$ cat config.mk
export PLATFORM = sky130hd
export DESIGN_NAME = cache_miss_ctrl
export DESIGN_NICKNAME = d
export VERILOG_FILES = /design/src/rtl/cache_pkg.sv /design/src/rtl/cache_tag_store.sv /design/src/rtl/cache_miss_ctrl.sv
export SDC_FILE = /design/constraint.sdc
export NUM_CORES = 1
export LEC_CHECK = 0
export ABC_AREA = 1
export CORE_MARGIN = 10
export CORE_UTILIZATION = 55
export DETAILED_ROUTE_END_ITERATION = 12
export GPL_ROUTABILITY_DRIVEN = 0
export PLACE_DENSITY = 0.76
export SYNTH_ARGS = -nofsm -noshare
export SYNTH_HDL_FRONTEND = slang
export SYNTH_SLANG_ARGS = --single-unit
$ cat constraint.sdc
create_clock -name i_clk -period 4.7 [get_ports i_clk]
set_input_delay 0.94 -clock i_clk [delete_from_list [all_inputs] [get_ports i_clk]]
set_output_delay 0.94 -clock i_clk [all_outputs]
set_load 0.005 [all_outputs]
$ cat src/rtl/cache_pkg.sv
// cache_pkg: shared types, sizes and way-vector
// helpers for the lookup/refill controller.
package cache_pkg;

  localparam int CACHE_ADDR_W   = 8;
  localparam int CACHE_INDEX_W  = 2;
  localparam int CACHE_OFFSET_W = 2;
  localparam int CACHE_WAYS     = 4;

  localparam int TAG_W =
    CACHE_ADDR_W - CACHE_INDEX_W - CACHE_OFFSET_W;
  localparam int SETS      = 1 << CACHE_INDEX_W;
  localparam int WAY_IDX_W = $clog2(CACHE_WAYS);

  typedef logic [CACHE_WAYS-1:0] way_t;

  typedef enum logic [2:0] {
    IDLE      = 3'd0,
    LOOKUP    = 3'd1,
    MISS_WAIT = 3'd2,
    FILL      = 3'd3,
    DONE      = 3'd4
  } miss_state_t;

  function automatic logic is_onehot(input way_t v);
    return (v != '0) && ((v & (v - way_t'(1))) == '0);
  endfunction

  function automatic logic [WAY_IDX_W-1:0]
    onehot_to_idx(input way_t v);
    logic [WAY_IDX_W-1:0] idx;
    idx = '0;
    for (int i = 0; i < CACHE_WAYS; i++) begin
      if (v[i]) idx = idx | WAY_IDX_W'(i);
    end
    return idx;
  endfunction

endpackage

$ cat src/rtl/cache_tag_store.sv
// cache_tag_store: tag + valid arrays with a
// combinational set compare and one-way write.
module cache_tag_store
  import cache_pkg::*;
(
  input  logic                     clk,
  input  logic                     rst,
  input  logic                     flush,
  input  logic [CACHE_INDEX_W-1:0] index,
  input  logic [TAG_W-1:0]         tag,
  input  logic                     wr,
  input  logic [CACHE_WAYS-1:0]    way,
  output logic [CACHE_WAYS-1:0]    match
);

  logic [TAG_W-1:0]      tags  [SETS][CACHE_WAYS];
  logic [CACHE_WAYS-1:0] valid [SETS];

  // Compare the request tag against every valid way of the set
  always_comb begin
    match = '0;
    for (int w = 0; w < CACHE_WAYS; w++) begin
      match[w] = valid[index][w] && (tags[index][w] == tag);
    end
  end

  // Valid bits: cleared by reset or flush, set on fill
  always_ff @(posedge clk) begin
    if (rst || flush) begin
      for (int s = 0; s < SETS; s++) valid[s] <= '0;
    end else if (wr) begin
      valid[index] <= valid[index] | way;
    end
  end

  // Tag array: written only into the victim way on fill
  always_ff @(posedge clk) begin
    if (wr) tags[index][onehot_to_idx(way)] <= tag;
  end

endmodule

$ cat src/rtl/cache_miss_ctrl.sv
// cache_miss_ctrl: hit/miss resolution, memory read
// handshake and refill toward the replacement block.
module cache_miss_ctrl
  import cache_pkg::*;
#(
  parameter int ADDR_W   = CACHE_ADDR_W,
  parameter int INDEX_W  = CACHE_INDEX_W,
  parameter int OFFSET_W = CACHE_OFFSET_W,
  parameter int WAYS     = CACHE_WAYS,
  parameter int TIMEOUT  = 16
) (
  input  logic               i_clk,
  input  logic               i_rst,
  input  logic               i_req,
  input  logic [ADDR_W-1:0]  i_addr,
  input  logic               i_flush,
  output logic               o_ready,
  output logic               o_ack,
  output logic               o_hit,
  output logic [WAYS-1:0]    o_way,
  output logic               o_err,
  output logic               o_mem_req,
  output logic [ADDR_W-1:0]  o_mem_addr,
  input  logic               i_mem_ack,
  output logic               o_modify,
  output logic [INDEX_W-1:0] o_index,
  output logic               o_block,
  input  logic [WAYS-1:0]    i_en_wr
);

  localparam int CNT_W  = $clog2(TIMEOUT);
  localparam int TAG_LO = INDEX_W + OFFSET_W;
  localparam logic [ADDR_W-1:0] OFF_MASK =
    ADDR_W'((1 << OFFSET_W) - 1);
  localparam logic [CNT_W-1:0] CNT_LAST =
    CNT_W'(TIMEOUT - 1);

  miss_state_t state, state_nxt;

  logic [ADDR_W-1:0]        req_addr;
  logic [CNT_W-1:0]         cnt;
  logic [WAYS-1:0]          fill_way;
  logic [WAYS-1:0]          match;
  logic [WAYS-1:0]          first;
  logic [INDEX_W-1:0]       req_index;
  logic [ADDR_W-TAG_LO-1:0] req_tag;
  logic accept, flush, hit, timeout, fill_ok, tag_wr;

  assign req_tag   = req_addr[ADDR_W-1:TAG_LO];
  assign req_index = req_addr[TAG_LO-1:OFFSET_W];
  assign flush     = (state == IDLE) && i_flush;
  assign accept    = (state == IDLE) && i_req && !i_flush;
  assign hit       = |match;
  // Lowest set bit: a corrupt store with duplicates
  // still resolves to a single way
  assign first     = match & (~match + WAYS'(1));
  assign timeout   = !i_mem_ack && (cnt == CNT_LAST);
  assign fill_ok   = is_onehot(i_en_wr);
  assign tag_wr    = (state == FILL) && fill_ok;

  cache_tag_store u_store (
    .clk   (i_clk),
    .rst   (i_rst),
    .flush (flush),
    .index (req_index),
    .tag   (req_tag),
    .wr    (tag_wr),
    .way   (i_en_wr),
    .match (match)
  );

  // State register
  always_ff @(posedge i_clk) begin
    if (i_rst) state <= IDLE;
    else       state <= state_nxt;
  end

  // Request address, miss-wait counter and filled way
  always_ff @(posedge i_clk) begin
    if (i_rst) begin
      req_addr <= '0;
      cnt      <= '0;
      fill_way <= '0;
    end else begin
      if (accept) req_addr <= i_addr;
      if (state == MISS_WAIT) cnt <= cnt + CNT_W'(1);
      else                    cnt <= '0;
      if (tag_wr) fill_way <= i_en_wr;
    end
  end

  // Next-state logic
  always_comb begin
    state_nxt = state;
    unique case (state)
      IDLE:      if (accept) state_nxt = LOOKUP;
      LOOKUP:    state_nxt = hit ? IDLE : MISS_WAIT;
      MISS_WAIT: begin
        if (i_mem_ack)    state_nxt = FILL;
        else if (timeout) state_nxt = IDLE;
      end
      FILL:      state_nxt = fill_ok ? DONE : IDLE;
      DONE:      state_nxt = IDLE;
      default:   state_nxt = IDLE;
    endcase
  end

  // Output decode per state
  always_comb begin
    o_ready    = 1'b0;
    o_ack      = 1'b0;
    o_hit      = 1'b0;
    o_way      = '0;
    o_err      = 1'b0;
    o_mem_req  = 1'b0;
    o_mem_addr = '0;
    o_modify   = 1'b0;
    o_block    = 1'b0;
    o_index    = req_index;
    unique case (state)
      IDLE: begin
        o_ready = 1'b1;
        o_index = '0;
      end
      LOOKUP: begin
        if (hit) begin
          o_ack = 1'b1;
          o_hit = 1'b1;
          o_way = first;
          o_err = !is_onehot(match);
        end
      end
      MISS_WAIT: begin
        o_mem_req  = 1'b1;
        o_mem_addr = req_addr & ~OFF_MASK;
        o_err      = timeout;
      end
      FILL: begin
        o_modify = 1'b1;
        o_block  = 1'b1;
        o_err    = !fill_ok;
      end
      DONE: begin
        o_ack = 1'b1;
        o_way = fill_way;
      end
      default: ;
    endcase
  end

endmodule
==> flow_summary.json <==
{
  "status": "completed",
  "hold_class": "flop to flop",
  "syn_area_um2": 4510,
  "synth_top_cell_area_share": 0.533,
  "cpMaxStageDelayCell": "dfxtp_1",
  "grt_max_degree": 22,
  "first_global_vias": 3527,
  "coreArea_um2": 7850,
  "nNetsFinal": 538,
  "cts_sinks": 99,
  "antenna_found_initial": 0,
  "wl_per_cell_um": 16.7,
  "grt_pass1_wl_um": 17000,
  "cts_setup_buffers": 0,
  "synth.distinct_cells": 32,
  "rows": 32,
  "cp_top_family": "simple AND/OR/NAND/NOR gates",
  "async_flop_share": 0,
  "syn2layout_area_growth_pct": 14.3,
  "period_share": 0.859,
  "first_pass_iters": 6,
  "tightestPinTransition_ps": 789,
  "die_width_um": 111,
  "ant_nets": 0,
  "ios": 38,
  "yosys-top-cells-area": "edfxtp_1, nand2_1, dfxtp_1",
  "clkTransAtPathRegs_ps": 90,
  "wl_um": 10500,
  "dp.cells": 611,
  "pre_cts_ws_ps": 1070,
  "hold_buffers": 0,
  "layout.cells.non_filler": 627,
  "vdd_drop_max_mv": 0.276,
  "max_stage_delay_ps": 530,
  "cts_buffers": 9,
  "critical_path_buf_inv_count": 3,
  "ys.flop_type": "edfxtp_1",
  "portBuffers": 33,
  "p_leak_nw": 2.07,
  "overflow": 0,
  "maxSlewViolCount": 0,
  "drcViolationCount": 0,
  "cts_tree": "yes",
  "die_h_um": 111,
  "fin_crit_ps": 4040,
  "cts_buffer_depth": 2,
  "clock.fmax_mhz": 248,
  "rsz0062_at_grt": "false",
  "skew_ps": 13.4,
  "fill_cells": 650,
  "cts_resized": 0,
  "syn_avg_cell_area_um2": 9.29,
  "first_iter_violations": 232,
  "critPathRequiredTime_ps": 3760,
  "slew_headroom": 0.474,
  "timing.final.ws_setup_ps": 664,
  "die_area_um2": 12200,
  "cts_root_buffer": "clkbuf_8",
  "drive_above_1_share": 0.0724,
  "initial_core_util": 0.574,
  "cellPowerDensity_nw_per_um2": 427,
  "ys_seq_area_frac": 0.617,
  "syn_inst": 485,
  "vias_per_cell": 5.50,
  "hold_slack_ps": 456,
  "path_cells": "buf_4 -> buf_4 -> or2_2 -> nand3_1 -> nand2_1 -> nor2_1 -> nor2_1 -> nand3b_1 -> nand2_2 -> nor2_4 -> nor2_2 -> nand2_1 -> nand2_1 -> clkdlybuf4s50_1",
  "num_antenna_cells": 0,
  "end_kind": "primary output",
  "ys_warn_count": 0,
  "cp.arrival_ps": 3100,
  "hold_violations": 0,
  "synth_edf_count": 80,
  "path_common_cell": "nand2_1",
  "insertion_delay_ps": 370,
  "critPathKind": "flop to primary output",
  "cp-start-kind": "flop",
  "netlist.top_cell.by_area": "edfxtp_1",
  "cp_max_fo": 18,
  "setup-tns-final_ps": 0,
  "place_hpwl_um": 7230,
  "ys_seq_elements": 99,
  "track_usage": 0.170,
  "cap_violations": 0,
  "vias": 3451,
  "p_total_w": 0.00220,
  "setup_viol": 0,
  "htreeDepth": 3
}
## area by class of cell
| cell class | instances | area (µm²) | share of cell area |
|---|---|---|---|
| sequential | 99 | 2780 | 0.540 |
| clock buffer | 12 | 165 | 0.0321 |
| timing repair buffer | 42 | 398 | 0.0772 |
| clock inverter | 4 | 77.6 | 0.0151 |
| multi-input combinational | 328 | 1450 | 0.282 |
| inverter | 40 | 150 | 0.0291 |
| tap | 102 | 128 | 0.0248 |
## logic make-up (layout without fill, tap and decap cells)
| family | after synthesis | count (layout) | synth area share |
|---|---|---|---|
| simple gates | 278 | 278 | 0.259 |
| compound gates | 45 | 45 | 0.0544 |
| flops | 99 | 99 | 0.617 |
| other cells | 1 | 2 | 0.000832 |
| xor+xnor | 2 | 2 | 0.00389 |
| buf+inv | 59 | 98 | 0.0619 |
| fa+ha+maj | 1 | 1 | 0.00278 |
## cell usage after synthesis, types with 3 or more instances
library cell and instances:
nand2_1 148, edfxtp_1 80, nor2_1 60, nand3_1 52
inv_1 37, dfxtp_1 19, o21ai_0 18, a21oi_1 15
buf_2 10, nor3_1 6, buf_4 4, buf_6 4
o21ai_1 4, nand3_2 3, or2_2 3
## flip-flops by register name (all words and copies together), names as in the netlist, named ones only
| name | cells |
|---|---|
| req_addr | 6 |
| fill_way | 4 |
| u_store.tags | 64 |
| u_store.valid | 16 |
| cnt | 4 |
| state | 3 |
## cell usage in the layout (no fill, tap or decap), types with 4 or more instances in the layout
master and count:
edfxtp_1 80, buf_4 9, nor2_1 60, inv_1 37, o21ai_0 18, clkbuf_8 12, nand2_1 148, o21ai_1 4
a21oi_1 15, clkdlybuf4s50_1 33, dfxtp_1 19, nand3_1 52, nor3_1 6
## per-layer routing
metal / routed length [µm] / share of wire / global-route usage
met1: 4220 / 0.40 / 0.199
met2: 5220 / 0.50 / 0.286
met3: 806 / 0.077 / 0.0400
met4: 210 / 0.020 / 0.0872
met5: 0 / 0 / 0
## worst paths after layout
path         startpoint  endpoint  slack [ps]  depth (start not counted)
max reg2reg        flop  state[1]        2360                         14
max                flop     o_err         660                         14
min              cnt[0]    cnt[0]         460                          1
min reg2reg      cnt[0]    cnt[0]         460                          1
## through the flow
stage                      util  area (µm²)
final                     0.656        5150
after global routing      0.656        5150
after CTS                 0.656        5150
after detailed placement  0.625        4910
after global placement    0.625        4910
after floorplan               -        4510
## power by group
group	switching [W]	internal (W)	total, W
clock network	0.000294	0.000347	0.000641
registers	0.0000232	0.00102	0.00104
logic	0.000354	0.000163	0.000517
total	0.000671	0.00153	0.00220
No activity file was read; power rests on OpenSTA's default activity.
